### config.mk
export PLATFORM = sky130hd
export DESIGN_NAME = modulo_updown_counter
export DESIGN_NICKNAME = d
export VERILOG_FILES = /design/src/rtl/modulo_updown_counter.sv
export SDC_FILE = /design/constraint.sdc
export NUM_CORES = 1
export LEC_CHECK = 0
export CORE_AREA = 2 2 49 69
export DETAILED_ROUTE_END_ITERATION = 16
export DIE_AREA = 0 0 51 71
export GPL_ROUTABILITY_DRIVEN = 0
export PLACE_DENSITY = 0.84
export SYNTH_ARGS = -nofsm -noshare
export SYNTH_HDL_FRONTEND = slang
export SYNTH_SLANG_ARGS = --single-unit
### constraint.sdc
create_clock -name clk -period 4 [get_ports clk]
set_input_delay 1 -clock clk [delete_from_list [all_inputs] [get_ports clk]]
set_output_delay 1 -clock clk [all_outputs]
set_load 0.02 [all_outputs]
### src/rtl/modulo_updown_counter.sv
// Up/down counter over 0..limit with load, wrap/saturate and a terminal-count pulse.
// Define MODULO_COUNTER_SYNC_EN to pass cnt_in through a SYNC_STAGES-deep synchroniser.
module modulo_updown_counter #(
  parameter int unsigned WIDTH       = 8,
  parameter int unsigned SYNC_STAGES = 2
) (
  input  logic             clk,
  input  logic             rst_n,
  input  logic             enable,
  input  logic             cnt_in,
  input  logic             load,
  input  logic             up_down,
  input  logic             sat,
  input  logic [WIDTH-1:0] load_val,
  input  logic [WIDTH-1:0] limit,
  output logic [WIDTH-1:0] count,
  output logic             tc
);

  logic             cnt_cond;
  logic             prev_q;
  logic             ev;
  logic [WIDTH-1:0] count_q, count_d;
  logic             tc_q, tc_d;

`ifdef MODULO_COUNTER_SYNC_EN
  logic [SYNC_STAGES-1:0] sync_q;

  always_ff @(posedge clk) begin
    if (!rst_n) begin
      sync_q <= '0;
    end else begin
      sync_q <= {sync_q[SYNC_STAGES-2:0], cnt_in};
    end
  end

  assign cnt_cond = sync_q[SYNC_STAGES-1];
`else
  // Synchroniser depth is irrelevant when cnt_in is already synchronous.
  logic unused_sync_stages;
  assign unused_sync_stages = ^SYNC_STAGES;
  assign cnt_cond           = cnt_in;
`endif

  always_ff @(posedge clk) begin
    if (!rst_n) begin
      prev_q <= 1'b0;
    end else begin
      prev_q <= cnt_cond;
    end
  end

  assign ev = enable & cnt_cond & ~prev_q;

  always_comb begin
    count_d = count_q;
    tc_d    = 1'b0;
    if (load) begin
      // A coincident event is dropped, not deferred.
      count_d = (load_val > limit) ? limit : load_val;
    end else if (ev) begin
      if (up_down) begin
        if (count_q < limit) begin
          count_d = count_q + WIDTH'(1);
        end else begin
          count_d = sat ? limit : '0;
          tc_d    = 1'b1;
        end
      end else begin
        if (count_q > limit) begin
          // Limit was lowered underneath us: pull back into range silently.
          count_d = limit;
        end else if (count_q == '0) begin
          count_d = sat ? '0 : limit;
          tc_d    = 1'b1;
        end else begin
          count_d = count_q - WIDTH'(1);
        end
      end
    end
  end

  always_ff @(posedge clk) begin
    if (!rst_n) begin
      count_q <= '0;
      tc_q    <= 1'b0;
    end else begin
      count_q <= count_d;
      tc_q    <= tc_d;
    end
  end

  assign count = count_q;
  assign tc    = tc_q;

endmodule

Word level (Yosys, flattened, before mapping):

Index checks and enable logic that the tools add are counted.

* output and inout bits: 9
* logic and storage cells: 29
* bits in registers: 10
* bits in writable memories: 0
* memory bits (read-only): 0
* latch bits: 0
* memories: 0
* input port bits: 23

* multiply operators: 0
* shift operators: 0
* equal/unequal tests: 0
* reduce and logical (&&, ||, !) cells: 3
* bitwise operators: 5
* mux-type cells: 13
* divide/modulo/power cells: 0
* $lt $le $gt $ge: 3
* add/subtract/negate cells: 2

Operators with widths (count)
* $mux 8: 9
* $gt 8x8->1: 2
* $add 8x1->8 const B: 1
* $logic_not 8->1: 1
* $lt 8x8->1: 1
* $sub 8x1->8 const B: 1
* $mux 1: 4
* $not 1->1: 3
* $reduce_or 3->1: 1
* $and 1x1->1: 2
* $reduce_bool 2->1: 1

Longest topological paths before layout:

Gate-level depths: netlist of run 1.

* depth in word-level cells: 6
* mapped depth: 10
* depth with buffers taken out: 9

Worst setup path before layout of run 1:

No wires, ideal clock.

* path kind: input to register
* from: in limit[1]
* to: reg count_q[1] (netlist: count[1])
* path buffers: 0
* arrival: 2.895 ns
* library setup time: 0.074 ns
* required time: 3.926 ns
* stages: 9
* setup slack: 1.031 ns
* path through: inv_1 > ha_1 > nor2b_1 > o211ai_1 > a21oi_1 > nor2_2 > mux2_2 > a221o_1 > a31oi_1

* cells in the longest elaborated chain, start to end: 6
* elaborated cells between the ends (all ways): 12
* those cells by class: order compare: 3; mux: 9

Ends and longest elaborated chain
* from (decl): RTL line 15 `input logic [WIDTH-1:0] limit,`
* parallel branches: the longest is 5 deep, another holds $gt 8x8->1
* $mux 8 *: RTL line 58 `if (load) begin`
* to (signal assigned): RTL line 88 `count_q <= count_d;`
* to (decl): RTL line 23 `logic [WIDTH-1:0] count_q, count_d;`

Every way passes the cells marked *. The select of a mux whose other input is x is not followed.
A chain may end at the register's enable or synchronous reset.

Worst setup path after layout of run 1:

Ends and elaborated chain as after synthesis.

==> impl_metrics.json, run 1 <==
{
  "ctsResizeCount": 0,
  "cts_setup_buffers": 0,
  "worstPathRequired_ns": 4.18,
  "slew_viol_final": 0,
  "path_clk_slew_ns": 0.05,
  "wirelength_um": 4150,
  "cts_tree": "done",
  "holdBufCountCts": 0,
  "holdCritPathClass": "reg -> reg",
  "seqPwrFrac_pct": 26.3,
  "die_w_um": 51,
  "vias": 1568,
  "num_rows": 24,
  "rsz0062_at_grt": "no",
  "crit_type": "in -> reg",
  "synthArstFlopShare_pct": 0,
  "design.die.area_mm2": 0.00362,
  "ys_warn_count": 0,
  "netlist_instances": 191,
  "clockBufferDepth": 2,
  "vias_per_cell": 6.20,
  "synth_top_area_cell": "ha_1",
  "power_frac_comb_pct": 47.6,
  "drcViolationCount": 0,
  "antenna_cells": 0,
  "end_kind": "flip-flop",
  "insertion_delay_ns": 0.25,
  "fin_ws_ns": 0.465,
  "hpwl_um": 3120,
  "critPathBufInv": 2,
  "worst_pin_slew_ns": 0.852,
  "antenna_found_initial": 0,
  "fin_tns_setup_ns": 0,
  "slew_headroom_pct": 43.1,
  "grt_pass1_wl_um": 6900,
  "syn_nets": 233,
  "run_status": "completed",
  "yosysSeqAreaShare_pct": 13.9,
  "netlist-cell-type-count": 38,
  "final_common_cell": "clkdlybuf4s50_1",
  "cts_made_buffers": 3,
  "hold_viol_final": 0,
  "cts-root-buf": "clkbuf_8",
  "syn-cell-area_mm2": 0.00144,
  "cpLargestDelayFamily": "compound AO/OA/AOI/OAI gates",
  "grt_usage_pct": 24.3,
  "cellPowerDensity_mw_per_mm2": 285,
  "start_kind": "input port",
  "final_cell_mix": "clkdlybuf4s50_1, nand2_1, ha_1, a31oi_1, nor2_1",
  "switching_share_pct": 39.1,
  "grt-ovfl-total": 0,
  "synth_edf_count": 0,
  "initial_core_util_pct": 47.5,
  "slowest_stage": "clkdlybuf4s50_1",
  "min_period_ns": 3.53,
  "synth_area_per_cell_um2": 7.54,
  "core-area_mm2": 0.00303,
  "leakagePower_uw": 0.000729,
  "peakVddDrop_mv": 0.165,
  "critical_path.max_fanout": 9,
  "layout-drive-gt1-share_pct": 6.54,
  "synthTopCellsByArea": "ha_1, dfxtp_1, nand2_1",
  "syn2layout_area_growth_pct": 24.4,
  "grt_pass1_vias": 1556,
  "setup_viol": 0,
  "cpPeakStageDelay_ns": 0.53,
  "ys_ff_latch": 10,
  "firstDrtPassIters": 4,
  "switchingPower_uw": 199,
  "nNetsFinal": 257,
  "clock.fmax_mhz": 283,
  "ioPinCount": 32,
  "wire_per_inst_um": 16.4,
  "portBuffers": 31,
  "dp_slack_ns": 0.232,
  "reg2reg_slack_ns": 1.33,
  "p_clk_share_pct": 26.1,
  "clock-sinks": 10,
  "p_int_uw": 311,
  "synthFlopType": "dfxtp_1",
  "die_h_um": 71,
  "synth.top_cell.area_share_pct": 16.5,
  "path_cells": "clkdlybuf4s50_1, inv_1, ha_1, nor2b_1, o211ai_1, a21oi_1, nor2_2, mux2_2, a221o_1, a31oi_1",
  "grt_max_degree": 21,
  "htreeDepth": 1,
  "nFillCells": 276,
  "detail_route.iter0.violations": 97,
  "skew_ns": 0.00359,
  "fin_crit_sh_pct": 88.4,
  "arrival_ns": 3.71,
  "drtAntennaViolNets": 0,
  "cap_viol_max_count": 0
}
==> registers in the layout, indices dropped and copies added (netlist names) <==
name,cells
count,8
prev_q,1
tc,1
==> routing by layer <==
| metal | routed length (um) | up-vias | global-route usage (%) |
|---|---|---|---|
| li1 | - | 749 | - |
| met1 | 1630 | 726 | 27.5 |
| met2 | 2140 | 76 | 44.3 |
| met3 | 256 | 17 | 2.32 |
| met4 | 126 | 0 | 11.4 |
| met5 | 0 | - | 0 |
==> path summary, 6_finish.rpt <==
check / start / endpoint / depth (start not counted)
max: limit[1] / count[1] / 10
min: prev_q / tc / 2
max reg2reg: count[1] / count[1] / 8
min reg2reg: prev_q / tc / 2
==> cells in the mapped netlist, types with 3 or more instances <==
cell,count
xor2_1,5
a31oi_1,15
inv_1,11
a221o_1,5
a221oi_1,5
dfxtp_1,10
clkbuf_1,5
nand2_1,26
nor2_1,12
nand4_1,4
o21ai_0,9
nand3_1,5
buf_2,5
a21oi_1,10
mux2i_1,6
or3_1,3
nor2b_1,3
ha_1,19
xnor2_1,6
mux2_2,5
==> power groups by stage <==
stage / Clock [uW] / Combinational, uW / Sequential, uW
after floorplan: 0 / 166 / 132
after global placement: 0 / 233 / 135
after detailed placement: 0 / 238 / 135
after CTS: 134 / 240 / 133
after global routing: 136 / 267 / 137
final: 133 / 243 / 134
==> worst register-to-register path, delay by kind of cell (launching register included) <==
family	cells	cell delay, ns
AOI/OAI and AO/OA	4	0.83
adders and majority gates	1	0.31
DFF	1	0.50
muxes	1	0.40
and+or+nand+nor	2	0.56
==> cells by family (layout without fill, tap and decap cells) <==
| family | Yosys count | in the layout | synth area share (%) |
|---|---|---|---|
| fa+ha+maj | 19 | 19 | 16.5 |
| buf+inv | 23 | 46 | 7.21 |
| xor+xnor | 11 | 11 | 6.69 |
| simple gates | 63 | 63 | 22.6 |
| compound gates | 54 | 54 | 25.0 |
| mux | 11 | 11 | 8.08 |
| flops | 10 | 10 | 13.9 |
==> through the flow <==
step / util [%] / power (uW) / instance area (um^2) / cells / hold slack (ns)
6_report: 59.1 / 510 / 1790 / 253 / 0.632
3_3_place_gp: 57.3 / 368 / 1740 / 249 / 0.584
5_1_grt: 59.1 / 540 / 1790 / 253 / 0.663
3_5_place_dp: 57.3 / 373 / 1740 / 249 / 0.596
2_1_floorplan: - / 298 / 1440 / 191 / 0.545
4_1_cts: 59.1 / 507 / 1790 / 253 / 0.613
==> area by class of cell <==
class	count	area, um^2	share of cell area (%)
clock buffer	4	55.1	3.07
sequential	10	200	11.2
inverter	11	41.3	2.30
multi-input combinational	158	1140	63.4
tap	39	48.8	2.72
timing repair buffer	31	310	17.3
Power figures use the tool's default switching activity.
==> run 2, diff against run 1 <==
--- a/config.mk
+++ b/config.mk
@@ -6,6 +6,7 @@
 export NUM_CORES = 1
 export LEC_CHECK = 0
 export CORE_AREA = 2 2 49 69
+export CTS_BUF_LIST = sky130_fd_sc_hd__clkbuf_4 sky130_fd_sc_hd__clkbuf_8 sky130_fd_sc_hd__clkbuf_16
 export DETAILED_ROUTE_END_ITERATION = 16
 export DIE_AREA = 0 0 51 71
 export GPL_ROUTABILITY_DRIVEN = 0
==> results of run 2 <==
No change in the layout: final DEF, timing and power equal those of run 1.
==> run 3, diff against run 2 <==
--- a/config.mk
+++ b/config.mk
@@ -5,12 +5,13 @@
 export SDC_FILE = /design/constraint.sdc
 export NUM_CORES = 1
 export LEC_CHECK = 0
-export CORE_AREA = 2 2 49 69
+export ABC_AREA = 1
+export CORE_AREA = 2 2 62 64
 export CTS_BUF_LIST = sky130_fd_sc_hd__clkbuf_4 sky130_fd_sc_hd__clkbuf_8 sky130_fd_sc_hd__clkbuf_16
 export DETAILED_ROUTE_END_ITERATION = 16
-export DIE_AREA = 0 0 51 71
+export DIE_AREA = 0 0 64 66
 export GPL_ROUTABILITY_DRIVEN = 0
-export PLACE_DENSITY = 0.84
+export PLACE_DENSITY = 0.83
 export SYNTH_ARGS = -nofsm -noshare
 export SYNTH_HDL_FRONTEND = slang
 export SYNTH_SLANG_ARGS = --single-unit
==> impl_metrics.json, run 3 <==
{
  "grt_pass1_wl_um": 7900,
  "worst_pin_slew_ns": 0.576,
  "cts_made_buffers": 3,
  "cts-root-buf": "clkbuf_4",
  "clock.fmax_mhz": 343,
  "min_delay_worst_endpoint": "tc",
  "htreeDepth": 1,
  "path_clk_slew_ns": 0.08,
  "crit_type": "in -> reg",
  "nFillCells": 346,
  "detail_route.iter0.violations": 97,
  "wire_per_inst_um": 12.4,
  "synthFlopType": "dfxtp_1",
  "critical_path.max_fanout": 13,
  "wirelength_um": 4500,
  "clockBufferDepth": 2,
  "final_cell_mix": "nand2_1, nand3_1, clkdlybuf4s50_1, inv_1, nor2_1",
  "reg2reg_depth": 11,
  "regToRegEndpoint": "count[7]",
  "clock-sinks": 10,
  "portBuffers": 31,
  "layout-drive-gt1-share_pct": 6.03,
  "nNetsFinal": 359,
  "hold_viol_final": 0,
  "design.die.area_mm2": 0.00422,
  "antenna_found_initial": 0,
  "ctsResizeCount": 0,
  "synth_edf_count": 0,
  "firstDrtPassIters": 4,
  "drtAntennaViolNets": 0,
  "setup_viol": 0,
  "synth_area_per_cell_um2": 5.91,
  "synth.most_common_cell": "nand2_1",
  "cap_viol_max_count": 0,
  "slew_headroom_pct": 61.5,
  "netlist_instances": 293,
  "netlist-cell-type-count": 27,
  "start_kind": "input port",
  "ys_ff_latch": 10,
  "die_h_um": 66,
  "yosysSeqAreaShare_pct": 11.6,
  "timing.rr.start": "count[5]",
  "synth_top_area_cell": "nand2_1",
  "die_w_um": 64,
  "skew_ns": 0.0140,
  "cellPowerDensity_mw_per_mm2": 252,
  "cts_tree": "done",
  "fin_tns_setup_ns": 0,
  "holdCritPathClass": "reg -> reg",
  "antenna_cells": 0,
  "rsz0062_at_grt": "no",
  "run_status": "completed",
  "vias": 1915,
  "largest_register_ffs": 8,
  "arrival_ns": 3.13,
  "final_common_cell": "nand2_1",
  "fin_crit_sh_pct": 73.0,
  "syn2layout_area_growth_pct": 17.9,
  "ys_warn_count": 0,
  "grt_max_degree": 17,
  "min_period_ns": 2.92,
  "cts_setup_buffers": 0,
  "fin_ws_ns": 1.08,
  "grt-ovfl-total": 0,
  "synthArstFlopShare_pct": 0,
  "dp_slack_ns": 0.806,
  "end_kind": "flip-flop",
  "slew_viol_final": 0,
  "insertion_delay_ns": 0.28,
  "holdBufCountCts": 0,
  "grt_pass1_vias": 1732,
  "vias_per_cell": 5.28,
  "hold_depth": 3,
  "worstPathRequired_ns": 4.21,
  "num_rows": 22,
  "ioPinCount": 32,
  "initial_core_util_pct": 48.7,
  "synthTopCellsByArea": "nand2_1, ha_1, nand3_1",
  "leakagePower_uw": 0.00104,
  "syn_nets": 335,
  "synthTopCellsByCount": "nand2_1, nand3_1, inv_1, nor2_1, a21oi_1",
  "synth.top_cell.area_share_pct": 16.9,
  "hpwl_um": 3570,
  "hold_start": "prev_q",
  "peakVddDrop_mv": 0.162,
  "reg2reg_slack_ns": 1.77,
  "core-area_mm2": 0.00355,
  "drcViolationCount": 0,
  "syn-cell-area_mm2": 0.00173,
  "grt_usage_pct": 23.2
}
-- run 3: cell types whose count changed after synthesis, sizes merged, moves of 5 or more --
cell    previous run  this run
nand2             26        82
mux2               5         0
nor2              13        36
nand3              7        44
a221o              5         0
inv               11        30
a21oi             10        24
a31oi             15         0
o21ai             10        16
a221oi             5         0
mux2i              6         0
-- run 3: metrics by stage --
stage / cells / cell area, um^2 / hold slack, ns / util, % / power [uW]
after floorplan: 293 / 1730 / 0.490 / - / 365
after global placement: 360 / 2020 / 0.516 / 56.8 / 435
after detailed placement: 360 / 2020 / 0.528 / 56.8 / 439
after CTS: 363 / 2040 / 0.538 / 57.4 / 512
after global routing: 363 / 2040 / 0.572 / 57.4 / 566
final: 363 / 2040 / 0.529 / 57.4 / 514
-- run 3: final cells by class --
| type | instances | area [um^2] | area share, % |
|---|---|---|---|
| Clock buffer | 3 | 22.5 | 1.10 |
| Sequential cell | 10 | 200 | 9.82 |
| Inverter | 30 | 113 | 5.52 |
| Tap cell | 48 | 60.1 | 2.94 |
| Timing Repair Buffer | 31 | 310 | 15.2 |
| Multi-Input combinational cell | 241 | 1330 | 65.4 |
-- run 3: worst max path at each step --
| stage | startpoint | to |
|---|---|---|
| 2_1_floorplan | limit[7] | count[3] |
| 3_3_place_gp | limit[7] | count[5] |
| 3_5_place_dp | limit[6] | count[7] |
| 4_1_cts | limit[6] | count[7] |
| 5_1_grt | limit[7] | count[7] |
| 6_report | limit[6] | count[7] |
-- run 3: layer usage --
| metal | global-route usage [%] | vias up | part of all wire [%] |
|---|---|---|---|
| met5 | 0 | - | 0 |
| met3 | 4.77 | 5 | 4.9 |
| met2 | 40.2 | 41 | 48 |
| li1 | - | 1008 | - |
| met1 | 30.3 | 861 | 47 |
| met4 | 2.99 | 0 | 0.44 |
-- run 3: critical path, cell delays in order --
cell and delay (ns):
clkdlybuf4s50_1 0.53, inv_1 0.10, ha_1 0.28, nand2_1 0.09
nor2_2 0.17, nand2_2 0.17, nand2_4 0.18, nand2_2 0.17
nand2_1 0.12, nand2_1 0.05, nand3_1 0.06, nand2_1 0.07
a21oi_1 0.14
-- run 3: power breakdown --
part	internal [uW]	leakage, uW	total, uW	switching, uW
Sequential	109	0.0000829	135	25.9
Combinational	129	0.000939	306	177
Clock	34.9	0.0000138	73.8	38.9
Total	273	0.00104	514	242
-- run 3: cells by family (layout without fill, tap and decap cells) --
group,after synthesis,count (layout),synth area share (%)
AOI/OAI and AO/OA,44,44,13.5
xor gates and xnor gates,8,8,4.05
adders and majority gates,19,19,13.7
buffers and inverters,42,64,11.4
DFF,10,10,11.6
and+or+nand+nor,170,170,45.8
